$ cat src/rtl/imem_fetch_ctrl.sv
// Fetch sequencer: owns the fetch PC, issues one IMEM read per cycle and
// buffers returned words in a 2-entry queue feeding decode.
module imem_fetch_ctrl #(
    parameter int              XLEN          = 32,
    parameter int              MEM_DEPTH_BIT = 18,
    parameter logic [XLEN-1:0] RESET_PC      = '0
) (
    input  logic                     clk,
    input  logic                     rst_n,
    output logic                     imem_rd_en,
    output logic [MEM_DEPTH_BIT-1:0] imem_addr,
    input  logic [XLEN-1:0]          imem_rdata,
    output logic                     inst_valid,
    input  logic                     inst_ready,
    output logic [XLEN-1:0]          inst,
    output logic [XLEN-1:0]          inst_pc,
    input  logic                     redirect_valid,
    input  logic [XLEN-1:0]          redirect_pc,
    input  logic                     halt_req,
    output logic                     misalign_err
);

    typedef enum logic [1:0] {
        S_IDLE = 2'd0,
        S_RUN  = 2'd1,
        S_HALT = 2'd2,
        S_ERR  = 2'd3
    } state_t;

    state_t          state_q, state_d;
    logic [XLEN-1:0] pc_q, pc_d;
    logic            misalign_q, misalign_d;
    logic            inflight_q, inflight_d;
    logic [XLEN-1:0] inflight_pc_q, inflight_pc_d;

    logic [XLEN-1:0] qdata_q [2];
    logic [XLEN-1:0] qpc_q   [2];
    logic            rd_ptr_q, rd_ptr_d;
    logic            wr_ptr_q, wr_ptr_d;
    logic [1:0]      count_q, count_d;

    logic            pop;
    logic            push;
    logic            flush;
    logic            issue;
    logic            redirect_act;
    logic [2:0]      occ;
    logic [XLEN-1:0] addr_pc;

    assign inst_valid   = (count_q != 2'd0);
    assign pop          = inst_valid & inst_ready;
    assign redirect_act = redirect_valid & (state_q != S_IDLE);
    // Occupancy after this cycle's pop, counting the word still returning from IMEM.
    assign occ          = {1'b0, count_q} + {2'b0, inflight_q} - {2'b0, pop};

    always_comb begin
        state_d    = state_q;
        pc_d       = pc_q;
        misalign_d = misalign_q;
        issue      = 1'b0;
        flush      = 1'b0;
        addr_pc    = pc_q;

        if (redirect_act) begin
            flush = 1'b1;
            if (redirect_pc[1:0] == 2'b00) begin
                misalign_d = 1'b0;
                if (halt_req) begin
                    state_d = S_HALT;
                    pc_d    = redirect_pc;
                end else begin
                    state_d = S_RUN;
                    issue   = 1'b1;
                    addr_pc = redirect_pc;
                    pc_d    = redirect_pc + XLEN'(4);
                end
            end else begin
                misalign_d = 1'b1;
                state_d    = S_ERR;
                pc_d       = redirect_pc;
            end
        end else begin
            case (state_q)
                S_IDLE: state_d = S_RUN;
                S_RUN: begin
                    if (halt_req) begin
                        state_d = S_HALT;
                    end else if (occ < 3'd2) begin
                        issue = 1'b1;
                        pc_d  = pc_q + XLEN'(4);
                    end
                end
                S_HALT: begin
                    if (!halt_req) begin
                        state_d = S_RUN;
                    end
                end
                S_ERR:   state_d = S_ERR;
                default: state_d = S_IDLE;
            endcase
        end
    end

    assign imem_rd_en    = issue;
    assign imem_addr     = issue ? addr_pc[MEM_DEPTH_BIT+1:2] : '0;
    assign inflight_d    = issue;
    assign inflight_pc_d = addr_pc;
    // A response belonging to fetches older than a redirect is dropped.
    assign push          = inflight_q & ~flush;

    always_comb begin
        rd_ptr_d = rd_ptr_q;
        wr_ptr_d = wr_ptr_q;
        count_d  = count_q;
        if (flush) begin
            rd_ptr_d = 1'b0;
            wr_ptr_d = 1'b0;
            count_d  = 2'd0;
        end else begin
            if (push) begin
                wr_ptr_d = ~wr_ptr_q;
            end
            if (pop) begin
                rd_ptr_d = ~rd_ptr_q;
            end
            count_d = count_q + {1'b0, push} - {1'b0, pop};
        end
    end

    always_ff @(posedge clk or negedge rst_n) begin
        if (!rst_n) begin
            state_q       <= S_IDLE;
            pc_q          <= RESET_PC;
            misalign_q    <= 1'b0;
            inflight_q    <= 1'b0;
            inflight_pc_q <= '0;
            rd_ptr_q      <= 1'b0;
            wr_ptr_q      <= 1'b0;
            count_q       <= 2'd0;
        end else begin
            state_q       <= state_d;
            pc_q          <= pc_d;
            misalign_q    <= misalign_d;
            inflight_q    <= inflight_d;
            inflight_pc_q <= inflight_pc_d;
            rd_ptr_q      <= rd_ptr_d;
            wr_ptr_q      <= wr_ptr_d;
            count_q       <= count_d;
        end
    end

    // Queue storage carries no reset; the outputs are masked while empty.
    always_ff @(posedge clk) begin
        if (push) begin
            qdata_q[wr_ptr_q] <= imem_rdata;
            qpc_q[wr_ptr_q]   <= inflight_pc_q;
        end
    end

    assign inst         = inst_valid ? qdata_q[rd_ptr_q] : '0;
    assign inst_pc      = inst_valid ? qpc_q[rd_ptr_q]   : '0;
    assign misalign_err = misalign_q;

endmodule

$ cat config.mk
export PLATFORM = sky130hd
export DESIGN_NAME = imem_fetch_ctrl
export DESIGN_NICKNAME = d
export VERILOG_FILES = /design/src/rtl/imem_fetch_ctrl.sv
export SDC_FILE = /design/constraint.sdc
export NUM_CORES = 1
export LEC_CHECK = 0
export CELL_PAD_IN_SITES_DETAIL_PLACEMENT = 2
export CELL_PAD_IN_SITES_GLOBAL_PLACEMENT = 2
export CORE_MARGIN = 10
export CORE_UTILIZATION = 30
export DETAILED_ROUTE_END_ITERATION = 8
export PLACE_DENSITY = 0.73
export SYNTH_ARGS = -nofsm -noshare
export SYNTH_HDL_FRONTEND = slang
export SYNTH_SLANG_ARGS = --single-unit
$ cat constraint.sdc
create_clock -name clk -period 7.83 [get_ports clk]
set_input_delay 1.1745 -clock clk [delete_from_list [all_inputs] [get_ports clk]]
set_output_delay 1.1745 -clock clk [all_outputs]
set_load 0.05 [all_outputs]
# [Word level (Yosys, flattened, before mapping)]
# Memory sizes are Yosys's and may differ from the RTL's.
# Cells that the tools add are included.
[word_totals] regBits=72 input_bits=69 ramBits=128 memories=2 output_inout_bits=85
[op_classes] bitwise_logic=6 mux=33 n_eq_ne=6 n_addsub=6 magnitude_cmp=1 reduce_logical=10
[memory_table] name="qdata_q" words=2 word_bits=32 rd=1 rd_ports_with_merged_regs=0 wr=1 line_no="36" source="logic [XLEN-1:0] qdata_q [2];"
[memory_table] name="qpc_q" words=2 word_bits=32 rd=1 rd_ports_with_merged_regs=0 wr=1 line_no="37" source="logic [XLEN-1:0] qpc_q [2];"
[op_table] op="$mux W32" n=11
[op_table] op="$add A32 B3 Y32 const B" n=2
[op_table] op="$mux W18" n=1
[op_table] op="$mux W1" n=14
[op_table] op="$mux W2" n=6
[op_table] op="$reduce_bool A2 Y1" n=6
[op_table] op="$pmux W2 S4" n=1
[op_table] op="$ne A3 B3 Y1 const B" n=2
[op_table] op="$eq A2 B2 Y1 const B" n=2
[op_table] op="$logic_not A2 Y1" n=2
[op_table] op="$add A2 B1 Y3" n=1
[op_table] op="$and A1 B1 Y1" n=3
[op_table] op="$lt A3 B2 Y1 const B" n=1
[op_table] op="$not A1 Y1" n=3
[op_table] op="$reduce_and A3 Y1" n=1
[op_table] op="$sub A3 B1 Y3" n=1
[op_table] op="$add A2 B1 Y2" n=1
[op_table] op="$eq A2 B1 Y1 const B" n=1
[op_table] op="$ne A2 B1 Y1 const B" n=1
[op_table] op="$reduce_and A2 Y1" n=1
[op_table] op="$sub A2 B1 Y2" n=1

# [Depth between registers and ports, before layout]
# Gate-level depths: netlist of run 1.
[logic_depth] depth_word=9 ltp_mapped=10

# [Worst setup path before layout of run 1]
# OpenSTA, ideal clock, no wires.
[synth_path] path_kind="input to output" from="input inst_ready" to="output imem_addr[10]" slack_ns=2.726 arrival_ns=3.930 stages=10 path_buffers=2 t_required_ns=6.655 path_cell_list="and3b_1 -> o21ai_0 -> fa_1 -> xnor2_1 -> and2_1 -> clkbuf_1 -> a21boi_0 -> inv_1 -> clkbuf_1 -> and2_1"
[synth_between] elab_chain_len=8
[synth_rtl] element="from (decl)" line_no="14" source="input logic inst_ready,"
[synth_rtl] element="$and A1 B1 Y1" line_no="51" source="assign pop = inst_valid & inst_ready;"
[synth_rtl] element="$sub A3 B1 Y3" line_no="54" source="assign occ = {1'b0, count_q} + {2'b0, inflight_q} - {2'b0, pop};"
[synth_rtl] element="$lt A3 B2 Y1" line_no="88" source="end else if (occ < 3'd2) begin"
[synth_rtl] element="$mux W1" line_no="88"
[synth_rtl] element="$mux W1" line_no="86" source="if (halt_req) begin"
[synth_rtl] element="$mux W1" line_no="83" source="case (state_q)"
[synth_rtl] element="$mux W1" line_no="64" source="if (redirect_act) begin"
[synth_rtl] element="net imem_rd_en" line_no="10" source="output logic imem_rd_en,"
[synth_rtl] element="$mux W18" line_no="105" source="assign imem_addr = issue ? addr_pc[MEM_DEPTH_BIT+1:2] : '0;"
[synth_rtl] element="to (decl)" line_no="11" source="output logic [MEM_DEPTH_BIT-1:0] imem_addr,"
# The timed path passes the listed nets, and every way through them passes these cells.

# [Worst setup path in the final report of run 1]
[layout_path] from="input inst_ready" to="output imem_addr[2]"
[layout_between] elab_chain_len=8
[layout_rtl] element="$and A1 B1 Y1" line_no="51"
[layout_rtl] element="$sub A3 B1 Y3" line_no="54"
[layout_rtl] element="$lt A3 B2 Y1" line_no="88"
[layout_rtl] element="$mux W1" line_no="88"
[layout_rtl] element="$mux W1" line_no="86"
[layout_rtl] element="$mux W1" line_no="83"
[layout_rtl] element="$mux W1" line_no="64"
[layout_rtl] element="$mux W18" line_no="105"
# No other way between the ends.

==> results of run 1 <==
-- critical path: stages --
cell and delay, ps:
clkdlybuf4s50_1 510, and3b_1 220, o21ai_0 130, fa_1 390
xnor2_1 380, and2_1 360, a21boi_0 160, inv_1 510
and2_1 240, clkdlybuf4s50_1 830
-- how the worst max path moves through the flow --
| stage | startpoint | slack [ps] | cells past startpoint | endpoint |
|---|---|---|---|---|
| after global placement | inst_ready | 1870 | 10 | imem_addr[12] |
| after detailed placement | inst_ready | 1770 | 10 | imem_addr[2] |
| after floorplan | inst_ready | 2730 | 10 | imem_addr[10] |
| after global routing | inst_ready | 1460 | 10 | imem_addr[7] |
| final | inst_ready | 1750 | 10 | imem_addr[2] |
| after CTS | inst_ready | 1710 | 10 | imem_addr[2] |
-- report_power, final --
group	switching [mW]	leakage [nW]	internal [mW]	total (mW)
logic	1.08	1.66	0.520	1.60
registers	0.0700	2.01	1.20	1.27
clock network	0.431	0.280	0.426	0.857
-- sequential cells by signal, summed over array words and instances, names as in the netlist --
| signal | cells |
|---|---|
| inflight_pc_q | 32 |
| qdata_q | 64 |
| pc_q | 32 |
| wr_ptr_q | 1 |
| qpc_q | 64 |
| state_q | 2 |
| rd_ptr_q | 1 |
| count_q | 2 |
| inflight_q | 1 |
| misalign_err | 1 |
-- layout make-up --
| type | count | area share (%) |
|---|---|---|
| sequential | 200 | 49.3 |
| multi-input combinational | 442 | 27.4 |
| inverter | 7 | 0.229 |
| clock inverter | 13 | 1.15 |
| tap | 390 | 4.26 |
| antenna | 2 | 0.0437 |
| timing repair buffer | 161 | 13.8 |
| clock buffer | 19 | 3.78 |
-- layer usage --
metal / track usage [%] / wire [µm] / vias to the layer above / share of wire (%)
met5: 0 / 0 / - / 0
met4: 4.05 / 398 / 0 / 1.5
met3: 2.89 / 1060 / 20 / 4.0
met2: 25.4 / 13500 / 113 / 51
met1: 17.7 / 11600 / 3028 / 44
li1: - / - / 2759 / -
-- metrics by stage --
| step | power [mW] | utilization [%] | worst slack (ps) | instance area [µm²] | instances |
|---|---|---|---|---|---|
| after floorplan | 2.33 | - | 2730 | 8910 | 679 |
| after global placement | 2.91 | 36.9 | 1870 | 10900 | 1200 |
| after detailed placement | 2.93 | 36.9 | 1770 | 10900 | 1200 |
| after CTS | 3.80 | 38.8 | 1710 | 11500 | 1232 |
| after global routing | 3.91 | 38.9 | 1460 | 11500 | 1234 |
| final | 3.73 | 38.9 | 1750 | 11500 | 1234 |
-- kinds of logic (layout without fill, tap and decap cells) --
group / after synthesis / after routing
AOI/OAI and AO/OA: 26 / 26
xor gates and xnor gates: 61 / 61
adders and majority gates: 4 / 4
buffers and inverters: 37 / 200
DFF: 200 / 200
muxes: 114 / 114
other: 0 / 2
and+or+nand+nor: 237 / 237
-- layout by cell type, fill, tap and decap left out, types with 2 or more instances in the layout --
master / instances
clkdlybuf4s50_1: 152
edfxtp_1: 128
mux2i_1: 84
nor2_1: 76
dfrtp_1: 71
nand2_1: 37
xor2_1: 32
mux2_2: 30
xnor2_1: 29
and2_1: 25
nand3_1: 24
nand4_1: 20
nor3_1: 19
clkbuf_16: 17
o21ai_0: 11
and3_1: 11
nor4_1: 10
buf_4: 8
inv_1: 7
a21oi_1: 7
inv_6: 5
and4_1: 3
ha_1: 3
inv_8: 3
diode_2: 2
nor2_4: 2
a211oi_1: 2
nor4_4: 2
clkbuf_1: 2
clkinv_8: 2
inv_4: 2
==> impl_metrics.toml, run 1 <==
[drt]
drc = 0
drt_first_pass_iters = 4
first_iter_violations = 224
routed_wl_um = 26600
wire_per_inst_um = 21.5
vias = 5920
viasPerCell = 4.80
final_antenna_net_count = 0

[placement]
io_buffers = 153
gp_congestion = 0.790
place_hpwl_um = 18700

[logic_synthesis]
syn_nets = 752
synth_top_family_by_area = "simple AND/OR/NAND/NOR gates"
syn_area_um2 = 8910
seq_area_frac_synth_pct = 63.3
synth_most_common_cell = "edfxtp_1"
synth-seq-cells = 200
synth_top_area_cell = "edfxtp_1"
synthArstFlopShare_pct = 36.0
postSynthAreaPerCell_um2 = 13.1
synth.area.mux_share_pct = 13.2
synth_area_leaders = "edfxtp_1 43%, dfrtp_1 20%, mux2i_1 9.4%"
synthDistinctLibCells = 39
ys.flop_type = "edfxtp_1"
synth_common_cells = "128 x edfxtp_1, 84 x mux2i_1, 78 x nor2_1"
synth-adder-area-share_pct = 0.646
synth_cells = 679
synth-compound-area-share_pct = 1.66
ys_warn_count = 0
synth_simple_gate_area_share_pct = 13.4
synth_top_area_share_pct = 43.1
synth_edf_count = 128
synth_xor_area_share_pct = 5.99

[clock_network]
numCtsBuffers = 17
cts_root_buf = "clkbuf_16"
clk_pin_slew_ps = 70
postCtsHoldBufs = 0
post_cts_resized = 0
clock_latency_ps = 430
clock_path_buffers = 2
cts_max_level = 4
cts_setup_buffers = 0
cts_tree = "yes"
cts.sinks = 200

[critical_path]
start_kind = "primary input"
cp_data_required_time_ps = 6660
worstPathMaxFanout = 20
r2r_cells = 8
worstReg2RegEnd = "pc_q[28]"
worst-setup-path-type = "in -> out"
reg2reg_slack_ps = 4740
end_kind = "output pin"
r2r_start = "count_q[1]"
arrival_ps = 4910

[sta]
skew_ps = 14.5
tightest_slew_ps = 1090
holdWs_ps = 444
finalHoldViolations = 0
slew-limit-headroom_pct = 27.4
period_minus_slack_ps = 6080
fmax_mhz = 164
setup_viol = 0
setup_tns_ps = 0
drv_slew = 0
min_period_over_period_pct = 77.7
rsz0062_at_grt = "false"

[power_and_ir_drop]
ir_worst_vdd_mv = 0.156
p_per_area_nw_per_um2 = 326
leakagePower_nw = 3.95

[die]
num_rows = 63
die_w_um = 192
core_area_um2 = 29500
die_h_um = 192
io_pins = 154
dieArea_um2 = 37000
initial_utilization_pct = 30.2

[final_layout]
drive_gt1_share_pct = 9.38
fill_cells = 3044
areaGrowthSynthToFinish_pct = 28.5
multiInputGateArea_um2 = 3140
regArea_um2 = 5650
nNetsFinal = 902

[hold_path]
hp-start = "inflight_pc_q[28]"
whs_path_depth = 0
hold_end = "qpc_q[0][28]"
hold_path.class = "reg -> reg"

[global_routing]
grt_pass1_wl_um = 40900
antenna_found_initial = 2
grt_pass1_vias = 6597
grt_max_degree = 73
grt_usage_pct = 14.5
gr-total-overflow = 0

[run_status]
status = "completed"

[flow_run]
maxCapViolations = 0
Note: power is estimated with default switching activity, not from simulation.
==> run 2: changes to the inputs <==
==> constraint.sdc (replaced) <==
create_clock -name clk -period 6.1 [get_ports clk]
set_input_delay 0.915 -clock clk [delete_from_list [all_inputs] [get_ports clk]]
set_output_delay 0.915 -clock clk [all_outputs]
set_load 0.05 [all_outputs]
==> impl_metrics.toml, run 2 (synthesized netlist as in run 1, its figures left out) <==
[run_status]
status = "completed"

[final_layout]
diodes = 0
fill_cells = 3007
drive_gt1_share_pct = 11.8
final_cell_mix = "133 x clkdlybuf4s50_1, 128 x edfxtp_1, 84 x mux2i_1"
layout_commonest_cell = "clkdlybuf4s50_1"
fin_area_um2 = 11400
areaGrowthSynthToFinish_pct = 28.1
final_core_util_pct = 38.7
reg_top3 = "qdata_q (64), qpc_q (64)"
nNetsFinal = 902

[global_routing]
grt_usage_pct = 14.0
grt_pass1_vias = 6568
grt_max_degree = 73
gr-total-overflow = 0
grt_pass1_wl_um = 39900
antenna_found_initial = 0

[placement]
place_hpwl_um = 18400
io_buffers = 153
gp_congestion = 0.764
dpl_cell_area_um2 = 10800

[critical_path]
reg2reg_slack_ps = 3020
end_kind = "output pin"
worst-setup-path-type = "in -> out"
arrival_ps = 4070
worstPathMaxFanout = 20
cp_data_required_time_ps = 5180
start_kind = "primary input"

[sta]
holdWs_ps = 450
period_minus_slack_ps = 4980
rsz0062_at_grt = "false"
slew-limit-headroom_pct = 28.1
drv_slew = 0
tightest_slew_ps = 1080
min_period_over_period_pct = 81.7
fmax_mhz = 201
setup_tns_ps = 0
finalHoldViolations = 0
skew_ps = 15.4
setup_viol = 0

[die]
core_area_um2 = 29500
io_pins = 154
die_w_um = 192
num_rows = 63
dieArea_um2 = 37000
die_h_um = 192
initial_utilization_pct = 30.2

[clock_network]
clock_path_buffers = 2
cts_tree = "yes"
cts_setup_buffers = 0
clock_latency_ps = 440
cts_root_buf = "clkbuf_16"
cts_max_level = 4
clk_pin_slew_ps = 80
postCtsHoldBufs = 0
post_cts_resized = 0
cts.sinks = 200
numCtsBuffers = 17

[drt]
drt_first_pass_iters = 5
vias = 5930
final_antenna_net_count = 0
wire_per_inst_um = 21.0
routed_wl_um = 25900
viasPerCell = 4.81
drc = 0
first_iter_violations = 260

[power_and_ir_drop]
p_per_area_nw_per_um2 = 421
leakagePower_nw = 4.00
ir_worst_vdd_mv = 0.210

[hold_path]
hold_path.class = "reg -> reg"

[flow_run]
maxCapViolations = 0
-- run 2: changes by cell type in the layout (fill, tap and decap cells not counted), sizes merged --
| cell | delta |
|---|---|
| buf | +19 |
| clkdlybuf4s50 | -19 |
| diode | -2 |
-- run 2: final cells by class --
cell class	count	area, µm²	area share, %
sequential	200	5650	49.5
multi-input combinational	442	3140	27.5
timing repair buffer	161	1540	13.5
tap	390	488	4.27
clock buffer	19	454	3.98
clock inverter	13	125	1.10
inverter	7	26.3	0.230
-- run 2: per-layer routing --
layer	wire length, µm	global-route usage (%)	vias up
li1	-	-	2748
met1	11400	17.4	3063
met2	13300	24.9	107
met3	964	2.58	12
met4	206	2.59	0
met5	0	0	-
-- run 2: path summary, 6_finish.rpt --
| kind | startpoint | to | cells after the start |
|---|---|---|---|
| min | inflight_pc_q[24] | qpc_q[1][24] | 0 |
| max in group asynchronous | rst_n | rd_ptr_q | 2 |
| max reg2reg | count_q[1] | pc_q[24] | 8 |
| max | inst_ready | imem_addr[8] | 10 |
| min reg2reg | inflight_pc_q[24] | qpc_q[1][24] | 0 |
| min in group asynchronous | rst_n | inflight_pc_q[26] | 2 |
-- run 2: per-stage QoR --
stage	power [mW]	std cells	worst slack [ps]
after floorplan	2.99	679	1510
after global placement	3.72	1200	1290
after detailed placement	3.75	1200	1160
after CTS	4.89	1232	1090
after global routing	5.02	1232	884
final	4.81	1232	1120
-- run 2: report_power, final --
group | total, mW | internal (mW) | switching (mW)
Sequential | 1.68 | 1.54 | 0.145
Combinational | 2.00 | 0.663 | 1.34
Clock | 1.13 | 0.571 | 0.556
Total | 4.81 | 2.77 | 2.04
-- run 2: worst max-delay path, stage by stage --
cell and delay [ps]:
clkdlybuf4s50_1 520, and3b_1 220, o21ai_0 120, fa_1 390, xnor2_1 390, and2_1 380
a21boi_0 140, inv_1 530, and2_1 240, buf_4 210
